## config.mk

```make
export PLATFORM = sky130hd
export DESIGN_NAME = keypad_col_scanner
export DESIGN_NICKNAME = d
export VERILOG_FILES = /design/src/rtl/keypad_pkg.sv /design/src/rtl/sync2.sv /design/src/rtl/keypad_col_scanner.sv
export SDC_FILE = /design/constraint.sdc
export NUM_CORES = 1
export LEC_CHECK = 0
export ABC_AREA = 1
export BUFFER_PORTS_ARGS = -buffer_cell sky130_fd_sc_hd__buf_4
export CAP_MARGIN = 20
export CORE_ASPECT_RATIO = 2
export CORE_MARGIN = 3
export CORE_UTILIZATION = 55
export CTS_CLUSTER_DIAMETER = 120
export CTS_CLUSTER_SIZE = 25
export DETAILED_ROUTE_END_ITERATION = 12
export PLACE_DENSITY = 0.75
export SLEW_MARGIN = 20
export SYNTH_ARGS = -nofsm -noshare
export SYNTH_HDL_FRONTEND = slang
export SYNTH_SLANG_ARGS = --single-unit
```

## constraint.sdc

```tcl
create_clock -name clk -period 1.6 [get_ports clk]
set_input_delay 0.08 -clock clk [delete_from_list [all_inputs] [get_ports clk]]
set_output_delay 0.08 -clock clk [all_outputs]
set_load 0.02 [all_outputs]
```

## src/rtl/keypad_pkg.sv

```systemverilog
// ============================================================================
// Package : keypad_pkg
// Brief   : Shared types, constants and helpers for the 4x4 keypad scanner.
// Rev     : 1.0 - initial release
// ============================================================================
`default_nettype none

package keypad_pkg;

  typedef enum logic [2:0] {
    SCAN         = 3'd0,
    DEB_PRESS    = 3'd1,
    ACCEPT       = 3'd2,
    WAIT_RELEASE = 3'd3,
    DEB_RELEASE  = 3'd4
  } scan_state_t;

  localparam logic [3:0] COL_IDLE      = 4'b1110;
  localparam logic [3:0] ROWS_RELEASED = 4'b1111;

  // Index of the lowest active (0) row; the lowest row wins on multi-press.
  function automatic logic [1:0] lowest_zero_idx(input logic [3:0] rows);
    logic [1:0] idx;
    if (!rows[0])      idx = 2'd0;
    else if (!rows[1]) idx = 2'd1;
    else if (!rows[2]) idx = 2'd2;
    else               idx = 2'd3;
    return idx;
  endfunction

  // Active-low one-hot column strobe to column index.
  function automatic logic [1:0] col_to_idx(input logic [3:0] col);
    logic [1:0] idx;
    case (col)
      4'b1110: idx = 2'd0;
      4'b1101: idx = 2'd1;
      4'b1011: idx = 2'd2;
      default: idx = 2'd3;
    endcase
    return idx;
  endfunction

  // Position {row,col} to keypad legend: 1 2 3 A / 4 5 6 B / 7 8 9 C / * 0 # D
  function automatic logic [3:0] key_pos_to_digit(input logic [3:0] pos);
    logic [3:0] d;
    case (pos)
      4'h0: d = 4'h1;  4'h1: d = 4'h2;  4'h2: d = 4'h3;  4'h3: d = 4'hA;
      4'h4: d = 4'h4;  4'h5: d = 4'h5;  4'h6: d = 4'h6;  4'h7: d = 4'hB;
      4'h8: d = 4'h7;  4'h9: d = 4'h8;  4'hA: d = 4'h9;  4'hB: d = 4'hC;
      4'hC: d = 4'hE;  4'hD: d = 4'h0;  4'hE: d = 4'hF;  default: d = 4'hD;
    endcase
    return d;
  endfunction

endpackage

`default_nettype wire

```

## src/rtl/sync2.sv

```systemverilog
// ============================================================================
// Module  : sync2
// Brief   : Parameterizable-width two-flop synchronizer for asynchronous pins.
// Rev     : 1.0 - initial release
// ============================================================================
`default_nettype none

module sync2 #(
  parameter int               WIDTH   = 4,
  parameter logic [WIDTH-1:0] RST_VAL = '1
) (
  input  logic             clk,
  input  logic             rst,
  input  logic [WIDTH-1:0] i_d,
  output logic [WIDTH-1:0] o_q
);

  logic [WIDTH-1:0] r_meta;
  logic [WIDTH-1:0] r_sync;

  // Two back-to-back flops; the first may go metastable, the second settles it.
  always_ff @(posedge clk or negedge rst) begin
    if (!rst) begin
      r_meta <= RST_VAL;
      r_sync <= RST_VAL;
    end else begin
      r_meta <= i_d;
      r_sync <= r_meta;
    end
  end

  assign o_q = r_sync;

endmodule

`default_nettype wire

```

## src/rtl/keypad_col_scanner.sv

```systemverilog
// ============================================================================
// Module  : keypad_col_scanner
// Brief   : 4x4 keypad column scanner with press/release debounce and a
//           one-cycle key_valid strobe carrying the {row,col} position.
// Rev     : 1.0 - initial release
// ============================================================================
`default_nettype none

module keypad_col_scanner
  import keypad_pkg::*;
#(
  parameter int SCAN_TICKS     = 27000,
  parameter int DEBOUNCE_TICKS = 270000
) (
  input  logic       clk,
  input  logic       rst,
  input  logic [3:0] fil,
  output logic [3:0] col,
  output logic [3:0] key_pos,
  output logic       key_valid,
  output logic       key_busy
);

  localparam int SW = $clog2(SCAN_TICKS);
  localparam int DW = $clog2(DEBOUNCE_TICKS);
  localparam logic [SW-1:0] c_SLOT_LAST = SW'(SCAN_TICKS - 1);
  localparam logic [DW-1:0] c_DEB_LAST  = DW'(DEBOUNCE_TICKS - 1);

  logic [3:0]    w_rows_s;

  scan_state_t   r_state,    w_state_nxt;
  logic [SW-1:0] r_slot_cnt, w_slot_nxt;
  logic [DW-1:0] r_deb_cnt,  w_deb_nxt;
  logic [3:0]    r_col,      w_col_nxt;
  logic [1:0]    r_cand_row, w_cand_row_nxt;
  logic [1:0]    r_cand_col, w_cand_col_nxt;
  logic [3:0]    r_key_pos,  w_key_pos_nxt;
  logic [3:0]    w_col_rot;

  sync2 #(
    .WIDTH   (4),
    .RST_VAL (ROWS_RELEASED)
  ) u_row_sync (
    .clk (clk),
    .rst (rst),
    .i_d (fil),
    .o_q (w_rows_s)
  );

  assign w_col_rot = {r_col[2:0], r_col[3]};

  // State and datapath registers.
  always_ff @(posedge clk or negedge rst) begin
    if (!rst) begin
      r_state    <= SCAN;
      r_slot_cnt <= '0;
      r_deb_cnt  <= '0;
      r_col      <= COL_IDLE;
      r_cand_row <= 2'd0;
      r_cand_col <= 2'd0;
      r_key_pos  <= 4'd0;
    end else begin
      r_state    <= w_state_nxt;
      r_slot_cnt <= w_slot_nxt;
      r_deb_cnt  <= w_deb_nxt;
      r_col      <= w_col_nxt;
      r_cand_row <= w_cand_row_nxt;
      r_cand_col <= w_cand_col_nxt;
      r_key_pos  <= w_key_pos_nxt;
    end
  end

  // Next-state logic: scan walk, press debounce, accept, release debounce.
  always_comb begin
    w_state_nxt    = r_state;
    w_slot_nxt     = r_slot_cnt;
    w_deb_nxt      = r_deb_cnt;
    w_col_nxt      = r_col;
    w_cand_row_nxt = r_cand_row;
    w_cand_col_nxt = r_cand_col;
    w_key_pos_nxt  = r_key_pos;

    case (r_state)
      SCAN: begin
        if (r_slot_cnt == c_SLOT_LAST) begin
          if (w_rows_s != ROWS_RELEASED) begin
            w_cand_row_nxt = lowest_zero_idx(w_rows_s);
            w_cand_col_nxt = col_to_idx(r_col);
            w_deb_nxt      = '0;
            w_state_nxt    = DEB_PRESS;
          end else begin
            w_col_nxt  = w_col_rot;
            w_slot_nxt = '0;
          end
        end else begin
          w_slot_nxt = r_slot_cnt + SW'(1);
        end
      end

      DEB_PRESS: begin
        if (w_rows_s[r_cand_row]) begin
          w_state_nxt = SCAN;
          w_col_nxt   = w_col_rot;
          w_slot_nxt  = '0;
        end else if (r_deb_cnt == c_DEB_LAST) begin
          // Position is loaded on entry so it is valid alongside key_valid.
          w_key_pos_nxt = {r_cand_row, r_cand_col};
          w_state_nxt   = ACCEPT;
        end else begin
          w_deb_nxt = r_deb_cnt + DW'(1);
        end
      end

      ACCEPT: begin
        w_state_nxt = WAIT_RELEASE;
      end

      WAIT_RELEASE: begin
        if (w_rows_s == ROWS_RELEASED) begin
          w_deb_nxt   = '0;
          w_state_nxt = DEB_RELEASE;
        end
      end

      DEB_RELEASE: begin
        if (w_rows_s != ROWS_RELEASED) begin
          w_state_nxt = WAIT_RELEASE;
        end else if (r_deb_cnt == c_DEB_LAST) begin
          w_state_nxt = SCAN;
          w_col_nxt   = w_col_rot;
          w_slot_nxt  = '0;
        end else begin
          w_deb_nxt = r_deb_cnt + DW'(1);
        end
      end

      default: begin
        w_state_nxt = SCAN;
      end
    endcase
  end

  assign col       = r_col;
  assign key_pos   = r_key_pos;
  assign key_valid = (r_state == ACCEPT);
  assign key_busy  = (r_state != SCAN);

endmodule

`default_nettype wire
```

==> results of run 1 <==
==> logic make-up (layout without fill, tap and decap cells) <==
logic type,count (synthesis),count (layout),synth area share
buffers and inverters,50,145,0.0620
AOI/OAI and AO/OA,25,25,0.0413
DFF,57,57,0.425
xor gates and xnor gates,7,7,0.0181
adders and majority gates,2,2,0.00738
and+or+nand+nor,326,328,0.446
==> through the flow <==
| stage | util | instance area, sq um | cells | TNS, ns |
|---|---|---|---|---|
| 2_1_floorplan | - | 3420 | 467 | -0.405 |
| 3_3_place_gp | 0.686 | 4020 | 596 | -0.435 |
| 3_5_place_dp | 0.686 | 4020 | 596 | -1.94 |
| 4_1_cts | 0.759 | 4440 | 620 | -0.873 |
| 5_1_grt | 0.784 | 4590 | 625 | -6.72 |
| 6_report | 0.784 | 4590 | 625 | -2.06 |
==> per-layer routing <==
| metal | global-route usage | wire length (um) | vias to the layer above | part of all wire |
|---|---|---|---|---|
| met5 | 0 | 0 | - | 0 |
| met4 | 0.231 | 708 | 0 | 0.072 |
| met3 | 0.0801 | 342 | 55 | 0.035 |
| met2 | 0.541 | 5560 | 102 | 0.56 |
| met1 | 0.280 | 3270 | 1638 | 0.33 |
| li1 | - | - | 1689 | - |
==> worst max-delay path: stages (launching register included) <==
cell and delay, ns:
dfstp_2 0.56, buf_4 0.12, nand2_2 0.04, nand3_2 0.07, nand2_2 0.07, buf_4 0.14
o21ai_2 0.22, nor2_8 0.08, buf_6 0.15, nand3_1 0.09, nand2_1 0.06
==> sequential cells by signal (all words and copies together) (netlist names) <==
signal / cells
r_deb_cnt: 19
u_row_sync.o_q: 4
r_state: 3
u_row_sync.r_meta: 4
r_cand_col: 2
col: 4
r_slot_cnt: 15
r_cand_row: 2
key_pos: 4
==> what timing repair did <==
| item | 4_1_cts | 5_1_grt |
|---|---|---|
| resized for setup | 13 | 31 |
| cloned | 1 | 1 |
| setup buffers | 2 | 4 |
| hold buffers | 5 | 0 |
| pin swaps | 5 | 12 |
| endpoints found under the hold margin | 50 | 0 |
| endpoints found under the setup margin | 40 | 47 |
==> cell usage in the layout, fill, tap and decap left out, drive strengths merged <==
cell         instances
clkbuf              14
xor2                 4
nand3               45
dfstp               11
dfrtp               46
nor2                62
o22ai                1
a21oi                4
o211ai               1
a31o                 1
nor3                13
xnor2                3
o21ai               18
nor3b                2
inv                 44
ha                   2
nand4               17
buf                 79
dlygate4sd3          5
or2                  5
nand3b               1
clkinv               3
nand2              182
nor4                 1
==> report_power, final <==
group          internal [mW]  leakage (nW)  total [mW]  switching (mW)
sequential              1.46         0.742        1.47         0.00680
clock                   1.21         0.149        1.86           0.648
combinational         0.0275          1.40      0.0717          0.0441
total                   2.70          2.29        3.40           0.699
==> worst paths after layout <==
kind                                           startpoint                          end  slack [ns]
setup / recovery              u_row_sync.o_q[1]$_DFF_PN1_    r_deb_cnt[17]$_DFFE_PN0P_       -0.10
setup reg to reg              u_row_sync.o_q[1]$_DFF_PN1_    r_deb_cnt[17]$_DFFE_PN0P_       -0.10
hold / removal                                        rst       key_pos[1]$_DFFE_PN0P_        0.34
max in group asynchronous                             rst     r_deb_cnt[4]$_DFFE_PN0P_        0.72
min in group clk           u_row_sync.r_meta[2]$_DFF_PN1_  u_row_sync.o_q[2]$_DFF_PN1_        0.35
hold reg to reg            u_row_sync.r_meta[2]$_DFF_PN1_  u_row_sync.o_q[2]$_DFF_PN1_        0.35
==> cell type report <==
cell class / instances / area [sq um]
fill: 426 / 1260
multi-input combinational: 362 / 1950
clock buffer: 14 / 284
inverter: 45 / 171
tap: 61 / 76.3
clock inverter: 2 / 10.0
timing repair buffer: 84 / 659
sequential: 57 / 1440
==> results by stage, run 1 <==
Setup path:
- The count of cells along the worst register-to-register path is 10.
- The data required time of the worst path is around 1.8 ns.
- The arrival time reported for the critical path endpoint is about 1.9 ns.
- Of all nets on the critical path, the largest fanout is 7.
- The worst setup path is of the reg -> reg kind.
- The worst setup path is launched from a register.
- The worst setup path is captured at a register.

Detailed routing:
- The number of detailed-route iterations in the first pass is 4.
- Across all layers, the routed design uses about 3.5k vias.
- The average wire per cell in the routed design is about 16 um.
- The ratio of routed vias to standard cells is around 5.6.
- Once detail routing completed, the nets flagged for antenna violations numbered 0.
- The number of remaining DRC errors is 0.
- The DRC marker count from the first detailed-route iteration is around 200.
- After detailed routing, the total wire length is ~9.9 mm.

Yosys:
- The number of different library cells in the post-synthesis netlist is 38.
- The mean instance size in the synthesized netlist is slightly above 7 sq um.
- During synthesis, Yosys emitted a total of 0 warnings.
- Yosys mapped a number of flops with a built-in enable equal to 0.
- The gate count of the mapped netlist is about 470.
- Among all flip-flop cells after synthesis, the most frequent one is dfrtp_1.
- Summing every instance area after synthesis gives 3390 sq um.
- Counting flops with an async set or reset pin after synthesis yields a share of 1.00.
- By area the synthesized netlist is led by dfrtp_1 34%, nand2_1 18%, dfstp_2 8.5%.
- The leading cell type by number of instances after synthesis is nand2_1.
- In this run, synthesis produced a sequential element count of 57.
- The sequential-to-total area share from yosys stat is 0.425.
- The number of nets handed over by synthesis was roughly 480.
- The proportion of netlist area held by the largest area contributor is 0.340.
- Of all cell types, the one taking the most synthesized area is dfrtp_1.
- The commonest cells after synthesis are 162 x nand2_1, 55 x nor2_1, 46 x dfrtp_1, 41 x nand3_1, 39 x inv_1.

Flow run:
- The max capacitance violation total is 0.

Clocking:
- Counting every sink on the clock net gives 57.
- The clock transition at the registers of the reported paths is roughly 0.05 ns.
- CTS built an H-tree with a depth of 3.
- In this run, CTS created clock tree buffers numbering 9.
- The root cell of the clock tree is clkbuf_16.
- The clock passes through at most 2 buffers.
- The worst-skew pair later-pin latency is about 0.33 ns.
- The clock tree from TritonCTS is done.

Timing:
- Of the available clock period, the critical path in the final layout requires 1.06.
- The number of pins with negative max-slew slack in the final report is 0.
- Setup repair after global routing could not meet its margin everywhere.
- The post-layout minimum cycle time is about 1.7 ns.
- Across the routed clock network, the largest skew measured is roughly 0.0072 ns.
- The hold violation count in the final report is 0.
- At the pin with the least slew margin, the transition time is 0.743 ns.
- Final hold analysis gives a worst-case slack of around 0.34 ns.
- In this run the tightest slew margin relative to its limit is 0.505.
- The final setup slack of the worst path is -0.101 ns.
- The final setup violation count is 36.
- Derived from the worst setup path, the maximum achievable clock frequency is between 500 and 600 MHz.

Power:
- Power comes to 3.40 mW.
- The analysis attributes to cell leakage a power of approximately 2.3 nW.
- IR analysis of the VDD net gives a maximum drop of 0.000675 V.
- The power per cell area is roughly 740 nW/um^2.

Place:
- The worst setup slack after placement is -0.113 ns.
- Input and output buffers added on the ports amount to 15.
- The post-detailed-placement half-perimeter wirelength is around 7 mm.
- The congestion estimate from routability-driven global placement came to slightly below 1.

Global route:
- The first global-routing pass estimated roughly 16 mm of wire.
- The pin count of the biggest net entering global routing is 58.
- The via count of the first global-routing pass is roughly 3.5k.
- The number of antenna violations at the first check in global routing is 0.
- The total overflow reported by the global router is 0.
- In the global route stage, overall resource usage came out at 0.306.

Die:
- The die is around 60 um wide.
- The die covers between 7000 and 8000 sq um.
- In this run the core area contains 39 standard-cell rows.
- The core region is roughly 5900 sq um.
- For this configuration, the core starts out at a cell density of 0.579.
- The number of top-level pins is 16.
- The die is between 100 and 150 um tall.

Finish:
- The area growth from synthesis to layout is 35.4%.
- The share of layout cells above drive strength 1 is 0.337.
- The net count of the finished layout is approximately 570.
- 0 antenna diodes ended up in the layout.

Outcome:
- The flow ran to the end, but the final reports show violations.
- The checks that failed: setup timing.

Worst hold path:
- The min-delay analysis places its worst path in the category in -> async.
(Power assumes the default switching activity.)
==> inputs of run 2 (changes only) <==
--- a/config.mk
+++ b/config.mk
@@ -10,11 +10,11 @@
 export CAP_MARGIN = 20
 export CORE_ASPECT_RATIO = 2
 export CORE_MARGIN = 3
-export CORE_UTILIZATION = 55
+export CORE_UTILIZATION = 43
 export CTS_CLUSTER_DIAMETER = 120
 export CTS_CLUSTER_SIZE = 25
 export DETAILED_ROUTE_END_ITERATION = 12
-export PLACE_DENSITY = 0.75
+export RECOVER_POWER = 100
 export SLEW_MARGIN = 20
 export SYNTH_ARGS = -nofsm -noshare
 export SYNTH_HDL_FRONTEND = slang
==> constraint.sdc (replaced) <==
create_clock -name clk -period 1.85 [get_ports clk]
set_input_delay 0.0925 -clock clk [delete_from_list [all_inputs] [get_ports clk]]
set_output_delay 0.0925 -clock clk [all_outputs]
set_load 0.02 [all_outputs]
==> run 2 against run 1 <==
The flow now finishes without violations. Combinational power shrank 30%. Clock power shrank 2%. Count of clock-buffer cells in the layout shrank 5. Flip-flop and latch count is the same. Via count shrank 11%. Sequential share of layout area grew 3.6 points. Critical path depth shrank 1. Register-to-register slack gained 0.25 ns. Final area shrank 10%. Clock skew shrank 0.0029 ns. Utilization shrank 25 points.
==> results by stage, run 2 (synthesis results as in run 1) <==
Outcome:
- The run finished with clean final reports.

Finish:
- The antenna diode count was 0 (unchanged).
- The leading cell type in the layout, fill and taps excluded is nand2_1.
- The fill cell instance count of the final layout is 768 (+80%).
- r_deb_cnt holds more flip-flops than any other register.
- The share of the core filled with cells in the final layout is 0.538 (-0.246).
- The largest registers in the layout are r_deb_cnt x19, r_slot_cnt x15.
- The number of flip-flops under the largest register name is 19 (unchanged).
- The share of layout cells above drive strength 1 is 0.184 (-0.153).
- The number of nets in the layout is 525 (-7.4%).
- The library cells used most frequently in the layout, excluding fill and tap cells, are 168 x nand2_1, 52 x nor2_1, 46 x dfrtp_1.
- The area overhead of the layout relative to synthesis is 21.4%.

Setup path:
- The type of destination of the critical path is a register.
- The startpoint identified for the worst register-to-register timing path is u_row_sync.o_q[2]$_DFF_PN1_.
- The largest fanout of any net on the critical path came to 6 (-1).
- The critical path is of the reg -> reg type.
- STA classifies the critical path startpoint as a register.
- The critical path startpoint is u_row_sync.o_q[2]$_DFF_PN1_.
- The arrival time reported for the critical path endpoint is 1.92 ns (about the same).
- The data required time of the worst path is 2.07 ns (+0.25 ns).

Flow run:
- The max capacitance violation total was 0 (unchanged).

Clocking:
- The clock sink count came to 57 (unchanged).
- The worst-skew pair later-pin latency is 0.33 ns (about the same).
- The number of buffers inserted during clock tree synthesis is 9 (unchanged).
- The clock transition at the registers of the reported paths is 0.05 ns (about the same).
- TritonCTS built the clock tree.
- The number of H-tree branching levels came to 3 (unchanged).
- The root cell of the clock tree is clkbuf_16.
- The maximum clock insertion buffer count was 2 (unchanged).

Detailed routing:
- The DRC marker count from the first detailed-route iteration was 184 (-7.5%).
- The ratio of routed vias to standard cells is 5.05 (-9.5%).
- The total number of vias is 3,109 (-11%).
- The number of detailed-route iterations in the first pass is 4 (unchanged).
- The remaining number of nets flagged by the antenna check after routing is 0 (unchanged).
- The wire length reported by the detailed router was 8.41 mm (-15%).
- The average wire per cell in the routed design is 13.7 um (-14%).
- The number of remaining DRC errors was 0 (unchanged).

Die:
- The number of top-level pins came to 16 (unchanged).
- The site row count came to 45 (+15%).
- The area of the die is 9050 sq um (+26%).
- The height of the die was 132 um (+12%).
- The standard cell core area is 7660 sq um (+31%).
- The die width was 68.8 um (+12%).
- The initial standard-cell utilization of the core came to 0.443 (-0.136).

Power:
- The power per cell area is 762 nW/um^2 (+2.9%).
- The switching power of the nets is 0.667 mW (-4.6%).
- The proportion of power drawn by combinational gates was 0.016 (-0.005).
- The cell internal power dissipation is 2.47 mW (-8.5%).
- The worst supply voltage drop on vdd is 0.000575 V (-15%).
- The relative contribution of sequential cells to total power is 0.404 (-0.028).
- The clock share of power is 0.580 (+0.033).
- The total power after layout is 3.14 mW (-7.7%).
- The leakage power figure came to 2.01 nW (-12%).
- The fraction of power spent switching nets came to 0.213 (+0.00691).

Global route:
- The pin count of the biggest net entering global routing came to 58 (unchanged).
- The combined global-route utilization of all metal layers is 0.212 (-0.0940).
- The via count of the first global-routing pass is 3,137 (-11%).
- The number of antenna violations at the first check in global routing came to 0 (unchanged).
- The global-route wire length before repair is 14.4 mm (-9.3%).
- The total overflow reported by the global router was 0 (unchanged).

Place:
- The post-detailed-placement half-perimeter wirelength was 6.26 mm (-9.1%).
- The worst setup slack after placement came to 0.0605 ns (+0.174 ns).
- The final weighted congestion in routability-driven placement is 0.895 (-8.2%).
- The number of buffers inserted by port buffering was 15 (unchanged).

Timing:
- The number of pins with negative max-slew slack in the final report is 0 (unchanged).
- The post-layout minimum cycle time was 1.70 ns (-0.0000230 ns).
- The setup clock skew after layout is 0.00431 ns (-0.00287 ns).
- The final setup slack of the worst path is 0.149 ns (+0.250 ns).
- Setup repair after global routing left no endpoint under its margin.
- The total negative setup slack is 0 ns (+2.06 ns).
- The final setup violation count came to 0 (-100%).
- The worst max-slew margin expressed relative to the limit is 0.0559 (-0.449).
- The maximum achievable frequency is 588 MHz (about the same).
- The hold violation count in the final report is 0 (unchanged).
- The share of the clock period used by the worst path was 0.920 (-0.144).
- The actual slew at the worst max-slew pin is 1.42 ns (+0.673 ns).

Worst hold path:
- The startpoint identified for the worst hold timing path is u_row_sync.r_meta[2]$_DFF_PN1_.
- The path category of the worst min-delay check is reg -> reg.
==> run 2: cell count changes in the layout (fill, tap and decap cells not counted), moves of 5 or more <==
cell      delta
buf_4       -52
nand2_1     +20
nand2_2     -17
nand3_1      +9
nand3_2      -7
clkbuf_1     +6
nor2_1       +6
clkbuf_4     +5
==> run 2: worst paths after layout <==
path,endpoint,slack (ns),cells past startpoint
max,col[0]$_DFFE_PN0P_,0.15,9
min,u_row_sync.o_q[2]$_DFF_PN1_,0.35,0
max reg2reg,col[0]$_DFFE_PN0P_,0.15,9
min reg2reg,u_row_sync.o_q[2]$_DFF_PN1_,0.35,0
max in group asynchronous,key_pos[2]$_DFFE_PN0P_,0.36,2
min in group asynchronous,r_slot_cnt[6]$_DFFE_PN0P_,0.64,2
==> run 2: area by class of cell <==
| type | instances | area [sq um] | area share |
|---|---|---|---|
| timing repair buffer | 44 | 327 | 0.0793 |
| inverter | 45 | 171 | 0.0416 |
| sequential | 57 | 1440 | 0.350 |
| tap | 94 | 118 | 0.0286 |
| clock buffer | 9 | 225 | 0.0547 |
| multi-input combinational | 360 | 1730 | 0.421 |
| clock inverter | 7 | 103 | 0.0249 |
==> run 2: worst max-delay path, cell delays in order, from the launching register on <==
cell     delay, ns
dfstp_2       0.54
nand2_1       0.08
nor2_4        0.19
buf_4         0.15
nand4_1       0.12
nand2_2       0.11
buf_4         0.13
nand3_1       0.13
nand2_1       0.09
nand2_1       0.05
==> run 2: power groups by stage <==
stage / Sequential (mW) / Clock (mW) / Combinational (mW)
2_1_floorplan: 1.29 / 0 / 0.00913
3_3_place_gp: 1.29 / 0 / 0.0442
3_5_place_dp: 1.29 / 0 / 0.0447
4_1_cts: 1.27 / 1.86 / 0.0534
5_1_grt: 1.27 / 1.92 / 0.0580
6_report: 1.27 / 1.82 / 0.0500
==> run 2: what timing repair did <==
item                                    in CTS  in global routing
endpoints found under the setup margin       0                 32
resized for setup                            0                  5
hold buffers                                 5                  0
endpoints found under the hold margin       50                  0
buffers inserted                             0                  4
==> run 2: per-stage QoR <==
stage                     instances  cell area [sq um]  hold WS (ns)
final                           616               4120         0.355
after global routing            616               4120         0.362
after CTS                       612               4130         0.355
after detailed placement        591               3760         0.202
after global placement          591               3760         0.201
after floorplan                 467               3390        -0.203
==> run 2: routing by layer <==
metal	track usage	wire length [um]	vias up
met5	0	0	-
met4	0.113	219	0
met3	0.0317	179	14
met2	0.378	4850	40
met1	0.225	3160	1462
li1	-	-	1593
==> inputs of run 3 (changes only) <==
--- a/config.mk
+++ b/config.mk
@@ -6,7 +6,6 @@
 export NUM_CORES = 1
 export LEC_CHECK = 0
 export ABC_AREA = 1
-export BUFFER_PORTS_ARGS = -buffer_cell sky130_fd_sc_hd__buf_4
 export CAP_MARGIN = 20
 export CORE_ASPECT_RATIO = 2
 export CORE_MARGIN = 3
@@ -14,6 +13,7 @@
 export CTS_CLUSTER_DIAMETER = 120
 export CTS_CLUSTER_SIZE = 25
 export DETAILED_ROUTE_END_ITERATION = 12
+export DONT_BUFFER_PORTS = 1
 export RECOVER_POWER = 100
 export SLEW_MARGIN = 20
 export SYNTH_ARGS = -nofsm -noshare
==> run 3 against run 2 <==
Clock power fell by 8%. Total power is 4.4% lower. Sequential power about the same. Final area is 1.6% lower. Critical endpoint is now r_deb_cnt[0]$_DFFE_PN0P_. Highest routed layer unchanged.
==> results by stage, run 3 (synthesis results as in run 1) <==
Die:
- The height of the die is 132 um (unchanged).
- The area of the die was 9050 sq um (unchanged).
- The site row count is 45 (unchanged).
- The number of top-level pins is 16 (unchanged).
- The die width was 68.8 um (unchanged).
- The initial standard-cell utilization of the core is 0.443 (unchanged).
- The standard cell core area was 7660 sq um (unchanged).

Setup path:
- The type of origin of the critical path is a register.
- The arrival time reported for the critical path endpoint is 1.95 ns (+0.03 ns).
- The count of buffer and inverter cells on the critical path is 0 (-2).
- The highest cell delay on the worst timing path was 0.53 ns (about the same).
- On the critical path, the stage with the largest delay is an instance of dfstp_2.
- The type of the worst setup path is reg -> reg.
- The cell class contributing the biggest share of worst-path delay is simple AND/OR/NAND/NOR gates.
- The launch point of the worst reg-to-reg path is u_row_sync.o_q[2]$_DFF_PN1_.
- The most used cell along the critical path is nand2_1.
- The count of cells along the worst register-to-register path is 9 (unchanged).
- The minimum setup slack among reg-to-reg paths is 0.12 ns (-0.03 ns).
- The critical path startpoint is u_row_sync.o_q[2]$_DFF_PN1_.
- The worst flop-to-flop path endpoint is r_deb_cnt[0]$_DFFE_PN0P_.
- The type of destination of the critical path is a register.
- Walking the worst path, the cells encountered are nand2_1 > nor2_4 > nor2_1 > a21oi_2 > nand2_4 > nor2_8 > nand2_8 > nand2_1 > nand2_1.
- The largest fanout of any net on the critical path is 19 (+13).
- The data required time of the worst path is 2.07 ns (about the same).

Finish:
- The share of layout cells above drive strength 1 is 0.192 (+0.00779).
- The largest registers in the layout are r_deb_cnt x19, r_slot_cnt x15.
- The share of the core filled with cells in the final layout is 0.529 (-0.00882).
- The area overhead of the layout relative to synthesis is 19.5%.
- The fill cell instance count of the final layout was 791 (+3.0%).
- The leading cell type in the layout, fill and taps excluded is nand2_1.
- The number of flip-flops under the largest register name came to 19 (unchanged).
- The number of nets in the layout is 509 (-3.0%).
- The final standard cell area without fillers was 4050 sq um (-1.6%).
- The count of placed standard cells in the final layout, fillers left out is 600 (-2.6%).
- In the layout the commonest cells are 161 x nand2_1, 51 x nor2_1, 44 x dfrtp_1.
- Counting flops per register, the top entry is r_deb_cnt.
- The antenna diode count is 0 (unchanged).

Global route:
- The combined global-route utilization of all metal layers is 0.207 (-0.00543).
- The total overflow reported by the global router is 0 (unchanged).
- The via count of the first global-routing pass is 3,024 (-3.6%).
- The pin count of the biggest net entering global routing is 58 (unchanged).
- The global-route wire length before repair was 14.0 mm (-2.4%).
- The number of antenna violations at the first check in global routing is 0 (unchanged).

Power:
- The worst supply voltage drop on vdd is 0.000571 V (-0.81%).
- The leakage power figure is 1.92 nW (-4.2%).
- The power per cell area came to 741 nW/um^2 (-2.8%).

Clocking:
- The clock transition at the registers of the reported paths is 0.06 ns (about the same).
- The worst-skew pair later-pin latency is 0.33 ns (about the same).
- The maximum clock insertion buffer count came to 2 (unchanged).
- The number of buffers inserted during clock tree synthesis is 9 (unchanged).
- The clock sink count is 57 (unchanged).
- The number of H-tree branching levels is 3 (unchanged).
- The root buffer cell chosen for the clock tree is clkbuf_16.
- The clock tree from TritonCTS is done.

Timing:
- The post-layout minimum cycle time is 1.73 ns (+0.0263 ns).
- The final setup slack of the worst path came to 0.123 ns (-0.0263 ns).
- The final setup violation count was 0 (unchanged).
- The total negative setup slack is 0 ns (unchanged).
- The worst max-slew margin expressed relative to the limit is 0.716 (+0.660).
- The hold violation count in the final report is 0 (unchanged).
- The setup clock skew after layout is 0.00549 ns (+0.00118 ns).
- The share of the clock period used by the worst path is 0.934 (+0.0142).
- The maximum achievable frequency is 579 MHz (-1.5%).
- The actual slew at the worst max-slew pin is 0.422 ns (-0.994 ns).
- The number of pins with negative max-slew slack in the final report was 0 (unchanged).

Place:
- The number of buffers inserted by port buffering is 0 (-15).
- The total instance count after detailed placement came to 572 (-3.2%).
- The worst setup slack after placement is -0.0225 ns (-0.0830 ns).
- The post-placement cell area is 3600 sq um (-4.1%).
- The post-detailed-placement half-perimeter wirelength is 6.23 mm (-0.43%).
- The final weighted congestion in routability-driven placement is 0.885 (-1.2%).

Worst hold path:
- The path category of the worst min-delay check is in -> async.

Outcome:
- The flow ran to the end, and the final reports show no timing, DRC or antenna violations.

Detailed routing:
- The ratio of routed vias to standard cells was 5.15 (+2.0%).
- The total number of vias is 3,088 (-0.68%).
- The DRC marker count from the first detailed-route iteration is 175 (-4.9%).
- The average wire per cell in the routed design was 14.2 um (+4.2%).
- The number of remaining DRC errors is 0 (unchanged).
- The wire length reported by the detailed router was 8.54 mm (+1.5%).
- The number of detailed-route iterations in the first pass came to 5 (+1).
- The remaining number of nets flagged by the antenna check after routing is 0 (unchanged).

Flow run:
- The max capacitance violation total was 0 (unchanged).
==> run 3: cell types whose count changed in the layout (fill, tap and decap cells not counted), moves of 4 or more <==
| cell | change |
|---|---|
| nand2_2 | +6 |
| nand2_1 | -7 |
| buf_4 | -7 |
| clkbuf_1 | -6 |
| clkinvlp_4 | +4 |
| clkbuf_4 | -5 |
==> run 3: timing repair <==
action,4_1_cts,5_1_grt
setup endpoints to repair,18,29
hold buffers,6,0
endpoints found under the hold margin,61,0
pin swaps,2,4
cloned,0,1
buffers inserted,1,4
gates resized for setup,0,12
==> run 3: cell type report <==
| type | count | area (sq um) | area share |
|---|---|---|---|
| inverter | 45 | 175 | 0.0433 |
| timing repair buffer | 27 | 241 | 0.0596 |
| tap | 94 | 118 | 0.0290 |
| clock buffer | 9 | 225 | 0.0556 |
| timing repair inverter | 1 | 7.51 | 0.00185 |
| multi-input combinational | 360 | 1760 | 0.435 |
| sequential | 57 | 1440 | 0.356 |
| clock inverter | 7 | 78.8 | 0.0195 |
==> run 3: routing by layer <==
metal	GRT usage	vias to the layer above	share of wire
met5	0	-	0
met4	0.114	0	0.055
met3	0.0522	36	0.030
met2	0.351	73	0.55
met1	0.222	1413	0.36
li1	-	1566	-
==> run 3: worst reg2reg max path, cell delays in order, from the launching register on <==
cell	delay, ns
dfstp_2	0.53
nand2_1	0.08
nor2_4	0.21
nor2_1	0.08
a21oi_2	0.15
nand2_4	0.09
nor2_8	0.18
nand2_8	0.14
nand2_1	0.09
nand2_1	0.06
==> run 3: report_power, final <==
group	internal, mW	total, mW	switching [mW]	leakage, nW
sequential	1.26	1.27	0.00426	0.741
combinational	0.0164	0.0495	0.0331	1.04
clock	1.05	1.68	0.632	0.138
==> run 3: worst max-delay path by stage <==
stage / slack [ns] / endpoint / depth (start not counted)
3_3_place_gp: 0.02 / r_deb_cnt[1]$_DFFE_PN0P_ / 10
6_report: 0.12 / r_deb_cnt[0]$_DFFE_PN0P_ / 9
3_5_place_dp: -0.02 / r_deb_cnt[0]$_DFFE_PN0P_ / 10
2_1_floorplan: 0.19 / r_deb_cnt[11]$_DFFE_PN0P_ / 10
5_1_grt: -0.03 / r_deb_cnt[3]$_DFFE_PN0P_ / 10
4_1_cts: 0.0009 / r_slot_cnt[10]$_DFFE_PN0P_ / 9
==> run 3: stage by stage <==
| step | hold slack [ns] | total power [mW] |
|---|---|---|
| floorplan | -0.203 | 1.30 |
| global placement | -0.201 | 1.30 |
| detailed placement | -0.201 | 1.30 |
| CTS | 0.286 | 3.04 |
| global route | 0.307 | 3.08 |
| finish | 0.277 | 3.00 |
